--- src/rtl/alu_share_pkg.sv ---
// Shared definitions for the time-multiplexed ALU: opcodes, FSM states and the
// width-agnostic operation function used by the top level.
package alu_share_pkg;

  localparam int OPW = 3;

  localparam logic [OPW-1:0] OP_ADD = 3'd0;
  localparam logic [OPW-1:0] OP_SUB = 3'd1;
  localparam logic [OPW-1:0] OP_AND = 3'd2;
  localparam logic [OPW-1:0] OP_OR  = 3'd3;
  localparam logic [OPW-1:0] OP_NOT = 3'd4;

  // Widest operand the helper supports; callers zero-extend and keep the low N bits.
  localparam int ALU_MAXW = 64;

  typedef enum logic [1:0] {
    ST_IDLE,
    ST_EXEC,
    ST_RESP
  } state_t;

  // Returns {err, result}; modular arithmetic truncates correctly to any narrower width.
  function automatic logic [ALU_MAXW:0] alu_op(input logic [ALU_MAXW-1:0] opa,
                                               input logic [ALU_MAXW-1:0] opb,
                                               input logic [OPW-1:0]      opcode);
    logic [ALU_MAXW-1:0] res;
    logic                err;
    res = '0;
    err = 1'b0;
    case (opcode)
      OP_ADD:  res = opa + opb;
      OP_SUB:  res = opa - opb;
      OP_AND:  res = opa & opb;
      OP_OR:   res = opa | opb;
      OP_NOT:  res = ~opa;
      default: err = 1'b1;
    endcase
    return {err, res};
  endfunction

endpackage

--- src/rtl/alu_share_arb_rr_arbiter.sv ---
// Combinational round-robin arbiter: highest priority at 'pointer', ascending
// with wrap-around. No grant is produced while 'enable' is low.
module rr_arbiter #(
  parameter int NREQ = 4,
  parameter int IDW  = $clog2(NREQ)
) (
  input  logic [NREQ-1:0] req,
  input  logic [IDW-1:0]  pointer,
  input  logic            enable,
  output logic [NREQ-1:0] grant,
  output logic [IDW-1:0]  grant_idx
);

  logic [IDW:0]   sum;
  logic [IDW-1:0] idx;
  logic           found;

  // Walk the requesters starting at the pointer; the first active one wins.
  always_comb begin
    grant     = '0;
    grant_idx = '0;
    found     = 1'b0;
    sum       = '0;
    idx       = '0;
    for (int k = 0; k < NREQ; k++) begin
      sum = {1'b0, pointer} + (IDW+1)'(k);
      if (sum >= (IDW+1)'(NREQ)) begin
        sum = sum - (IDW+1)'(NREQ);
      end
      idx = sum[IDW-1:0];
      if (enable && !found && req[idx]) begin
        found      = 1'b1;
        grant[idx] = 1'b1;
        grant_idx  = idx;
      end
    end
  end

endmodule

--- src/rtl/alu_share_arb.sv ---
// Shares one N-bit ALU between NREQ requesters: round-robin accept, one execute
// cycle, then a held response tagged with the requester index.
module alu_share_arb
  import alu_share_pkg::*;
#(
  parameter int N    = 8,
  parameter int NREQ = 4,
  parameter int IDW  = $clog2(NREQ)
) (
  input  logic              clk,
  input  logic              rst,
  input  logic [NREQ-1:0]   req_valid,
  output logic [NREQ-1:0]   req_ready,
  input  logic [NREQ*N-1:0] req_opa,
  input  logic [NREQ*N-1:0] req_opb,
  input  logic [NREQ*3-1:0] req_opcode,
  output logic              rsp_valid,
  input  logic              rsp_ready,
  output logic [IDW-1:0]    rsp_id,
  output logic [N-1:0]      rsp_data,
  output logic              rsp_err
);

  state_t state, state_next;

  logic [IDW-1:0]  pointer;
  logic [NREQ-1:0] grant;
  logic [IDW-1:0]  grant_idx;
  logic            arb_en;
  logic            accept;

  logic [N-1:0]    sel_opa, sel_opb;
  logic [OPW-1:0]  sel_op;
  logic [N-1:0]    opa_q, opb_q;
  logic [OPW-1:0]  op_q;
  logic [IDW-1:0]  id_q;
  logic [ALU_MAXW:0] alu_full;

  rr_arbiter #(.NREQ(NREQ), .IDW(IDW)) u_arb (
    .req       (req_valid),
    .pointer   (pointer),
    .enable    (arb_en),
    .grant     (grant),
    .grant_idx (grant_idx)
  );

  always_ff @(posedge clk) begin
    if (rst) begin
      state <= ST_IDLE;
    end else begin
      state <= state_next;
    end
  end

  always_comb begin
    state_next = state;
    case (state)
      ST_IDLE: if (accept) state_next = ST_EXEC;
      ST_EXEC: state_next = ST_RESP;
      ST_RESP: if (rsp_ready) state_next = ST_IDLE;
      default: state_next = ST_IDLE;
    endcase
  end

  // Grants only exist in IDLE outside reset, so req_ready is never high elsewhere.
  always_comb begin
    arb_en    = (state == ST_IDLE) && !rst;
    accept    = |grant;
    req_ready = grant;
    rsp_valid = (state == ST_RESP);
  end

  // One-hot operand mux driven directly by the arbiter grant.
  always_comb begin
    sel_opa = '0;
    sel_opb = '0;
    sel_op  = '0;
    for (int i = 0; i < NREQ; i++) begin
      if (grant[i]) begin
        sel_opa = req_opa[i*N +: N];
        sel_opb = req_opb[i*N +: N];
        sel_op  = req_opcode[i*3 +: 3];
      end
    end
  end

  always_comb begin
    alu_full = alu_op(ALU_MAXW'(opa_q), ALU_MAXW'(opb_q), op_q);
  end

  always_ff @(posedge clk) begin
    if (rst) begin
      pointer  <= '0;
      opa_q    <= '0;
      opb_q    <= '0;
      op_q     <= '0;
      id_q     <= '0;
      rsp_data <= '0;
      rsp_id   <= '0;
      rsp_err  <= 1'b0;
    end else begin
      if (accept) begin
        opa_q   <= sel_opa;
        opb_q   <= sel_opb;
        op_q    <= sel_op;
        id_q    <= grant_idx;
        pointer <= (grant_idx == IDW'(NREQ-1)) ? '0 : grant_idx + IDW'(1);
      end
      if (state == ST_EXEC) begin
        rsp_data <= N'(alu_full);
        rsp_err  <= alu_full[ALU_MAXW];
        rsp_id   <= id_q;
      end
    end
  end

endmodule

--- config.mk ---
export PLATFORM = sky130hd
export DESIGN_NAME = alu_share_arb
export DESIGN_NICKNAME = d
export VERILOG_FILES = /design/src/rtl/alu_share_pkg.sv /design/src/rtl/alu_share_arb_rr_arbiter.sv /design/src/rtl/alu_share_arb.sv
export SDC_FILE = /design/constraint.sdc
export NUM_CORES = 1
export LEC_CHECK = 0
export CAP_MARGIN = 20
export CORE_AREA = 2 2 100 102
export CTS_CLUSTER_DIAMETER = 30
export DETAILED_ROUTE_END_ITERATION = 16
export DIE_AREA = 0 0 102 104
export PLACE_DENSITY = 0.69
export SYNTH_ARGS = -nofsm -noshare
export SYNTH_HDL_FRONTEND = slang
export SYNTH_SLANG_ARGS = --single-unit
export TNS_END_PERCENT = 1
--- constraint.sdc ---
create_clock -name clk -period 3 [get_ports clk]
set_input_delay 0.3 -clock clk [delete_from_list [all_inputs] [get_ports clk]]
set_output_delay 0.3 -clock clk [all_outputs]
set_load 0.005 [all_outputs]
==> results.ini <==
[critical_path]
crit_path_start_kind = register
worst_setup_path_end_kind = register
cp.arrival_ns = 3.11
cp_top_family = compound AO/OA/AOI/OAI gates
rrSetupSlack_ns = 0.10
worstPathRequired_ns = 3.21
critical-path-slowest-cell = mux4_2
cp_max_fo = 8
cp_cell_sequence = inv_2 -> ha_4 -> mux4_2 -> nand2b_4 -> nor3_4 -> a221o_2 -> buf_6 -> buf_4 -> nand3_1 -> a211o_1 -> a311oi_2
rr_endpoint = opa_q[0]
ff2ff_path_depth = 11
critPathBufInv = 3
slowest_delay_ns = 0.52
crit_type = register to register

[finish]
drive_gt1_share_pct = 19.7
fin_area_sq_um = 4760
final_util_pct = 49.8
n_antenna_cell = 0
fin_nets = 628
nFillCells = 928
regArea_sq_um = 723
synthToLayoutAreaGrowth_pct = 45.4
multi_input_area_sq_um = 2360

[synth]
synth_top_cell_area_share_pct = 22.0
ys_ff_latch = 36
synth_common_cells = 61 x nor2_1, 39 x a21oi_1, 37 x nand2_1
async_flop_share_pct = 0
yosysTopAreaCell = dfxtp_1
yosys.cell_count.top_type = nor2_1
synthTopCellsByArea = dfxtp_1 22%, a311oi_2 8.7%, nor2_1 7.0%, ha_1 6.9%, a21oi_1 6.0%
synth_edf_count = 0
synth-seq-area-share_pct = 22.0
syn-num-nets = 516
synth_area_sq_um = 3270
synth_cell_types = 54
avgSynthCellArea_sq_um = 7.90
synth_top_flop_cell = dfxtp_1
yosysWarnings = 0
netlist_instances = 414

[drt]
route.detailed.drc = 0
num_vias = 3455
postRouteAntennaNets = 0
wirelength_um = 9820
viasPerCell = 5.23
drtIter0Drc = 175
drt_first_pass_iters = 4
post_drt_wl_per_cell_um = 14.9

[hold_path]
worstHoldEndpoint = rsp_id[0]
holdPathStages = 2
hold_path_startpoint = rst
worst_hold_path_type = input port to register

[floorplan]
start_util_pct = 34.3
die-area_sq_um = 10600
core_sq_um = 9550
die_x_um = 102
placementRows = 36
io_pins = 99
die_h_um = 104

[pwr]
powerDensity_nw_per_um2 = 1130
p_leak_nw = 1.77
peakVddDrop_mv = 0.455

[placement]
placed_area_sq_um = 4540
place.gp.congestion = 0.879
dp_hpwl_um = 7570
portBuffers = 98

[timing]
final_hold_viol_count = 0
fin_crit_ns = 2.90
fin_crit_sh_pct = 96.7
skew_ns = 0.00651
rsz0062_at_grt = yes
max_clock_freq_mhz = 345
max_slew_margin_pct = 61.7
final_max_slew_viol_count = 0
setup_violations = 0
worst_pin_slew_ns = 0.574

[grt]
grt_max_degree = 33
overflow = 0
grt_pass1_vias = 3397
grt_pass1_wl_um = 16000
grt_antenna_before_repair = 0
grt_usage_pct = 18.4

[clock_tree]
cts_buffers = 5
cts_sinks = 36
htree_num_levels = 2
insertion_delay_ns = 0.29
cts_buffer_depth = 2
root_buffer = clkbuf_8
clkTransAtPathRegs_ns = 0.08
cts_tree = yes

[outcome]
status = finished, final reports clean

[job]
maxCapViolCount = 0

-- placed cells by master, fill, tap and decap left out, types with 3 or more instances in the layout --
cell type / n
o21ai_1: 3
a22oi_1: 3
ha_1: 17
inv_2: 5
clkdlybuf4s50_1: 93
buf_4: 33
buf_6: 4
o21ai_0: 14
buf_12: 3
a311oi_1: 3
a211o_1: 19
inv_1: 11
mux2i_1: 8
nand3_1: 20
o22ai_1: 3
nor3_1: 5
nor3b_1: 5
a21oi_1: 38
a311oi_2: 19
mux2_2: 3
nand3b_1: 7
nor2_2: 7
xnor2_1: 8
a21boi_0: 3
clkbuf_8: 6
maj3_1: 5
nand2_1: 37
dfxtp_1: 34
nor2b_1: 5
nor2_1: 54
-- worst max-delay path by stage --
stage	end	depth (start not counted)
floorplan	opa_q[3]	12
global placement	req_ready[2]	7
detailed placement	rsp_data[6]	11
CTS	op_q[0]	15
global route	op_q[0]	14
finish	opa_q[0]	11
-- metal layers --
layer / part of all wire [%] / routed length (um) / GRT usage [%] / vias up
li1: - / - / - / 1729
met1: 46 / 4530 / 24.8 / 1604
met2: 47 / 4660 / 30.1 / 107
met3: 4.9 / 479 / 3.09 / 15
met4: 1.5 / 151 / 5.24 / 0
met5: 0 / 0 / 0 / -
-- cell families (layout without fill, tap and decap cells) --
kind of cell / after synthesis / count (layout) / synth area share (%)
XOR/XNOR: 9 / 9 / 2.41
adder cells (fa/ha/maj): 24 / 24 / 9.03
AO/OA/AOI/OAI: 126 / 126 / 30.7
multiplexers: 14 / 14 / 5.20
AND/OR/NAND/NOR: 155 / 155 / 23.1
flip-flops: 36 / 36 / 22.0
buffers and inverters: 50 / 163 / 7.53
-- state kept, by name, indices dropped and copies added, names as in the netlist, named ones only --
name,flops
rsp_id,2
op_q,3
rsp_data,8
rsp_err,1
pointer,1
opb_q,8
opa_q,8
state,2
id_q,2
-- stage by stage --
step | hold slack (ns) | cells | TNS (ns) | total power [mW] | setup slack (ns)
floorplan | 0.453 | 414 | 0 | 3.70 | 0.0434
global placement | 0.452 | 647 | 0 | 4.63 | 0.0171
detailed placement | 0.452 | 647 | -0.691 | 4.75 | -0.0630
CTS | 0.251 | 659 | 0 | 5.19 | 0.000832
global route | 0.272 | 660 | -0.111 | 5.89 | -0.0193
finish | 0.246 | 660 | 0 | 5.39 | 0.100
-- area by class of cell --
class                           instances  area share [%]
Tap cell                              133            3.50
Inverter                               16            1.26
Clock buffer                            6            1.74
Sequential cell                        36            15.2
Clock inverter                          2           0.210
Multi-Input combinational cell        328            49.6
Timing Repair Buffer                  139            28.5
-- power breakdown --
part | switching [mW] | internal [mW]
Combinational | 2.08 | 2.04
Sequential | 0.215 | 0.692
Clock | 0.180 | 0.183
Total | 2.48 | 2.91
-- what timing repair did --
item	in CTS	in global routing
resized for setup	7	21
pin swaps	4	4
setup endpoints to repair	9	29
gates cloned	0	1
hold buffers	0	0
buffers inserted	4	2
Note: power is estimated with default switching activity, not from simulation.
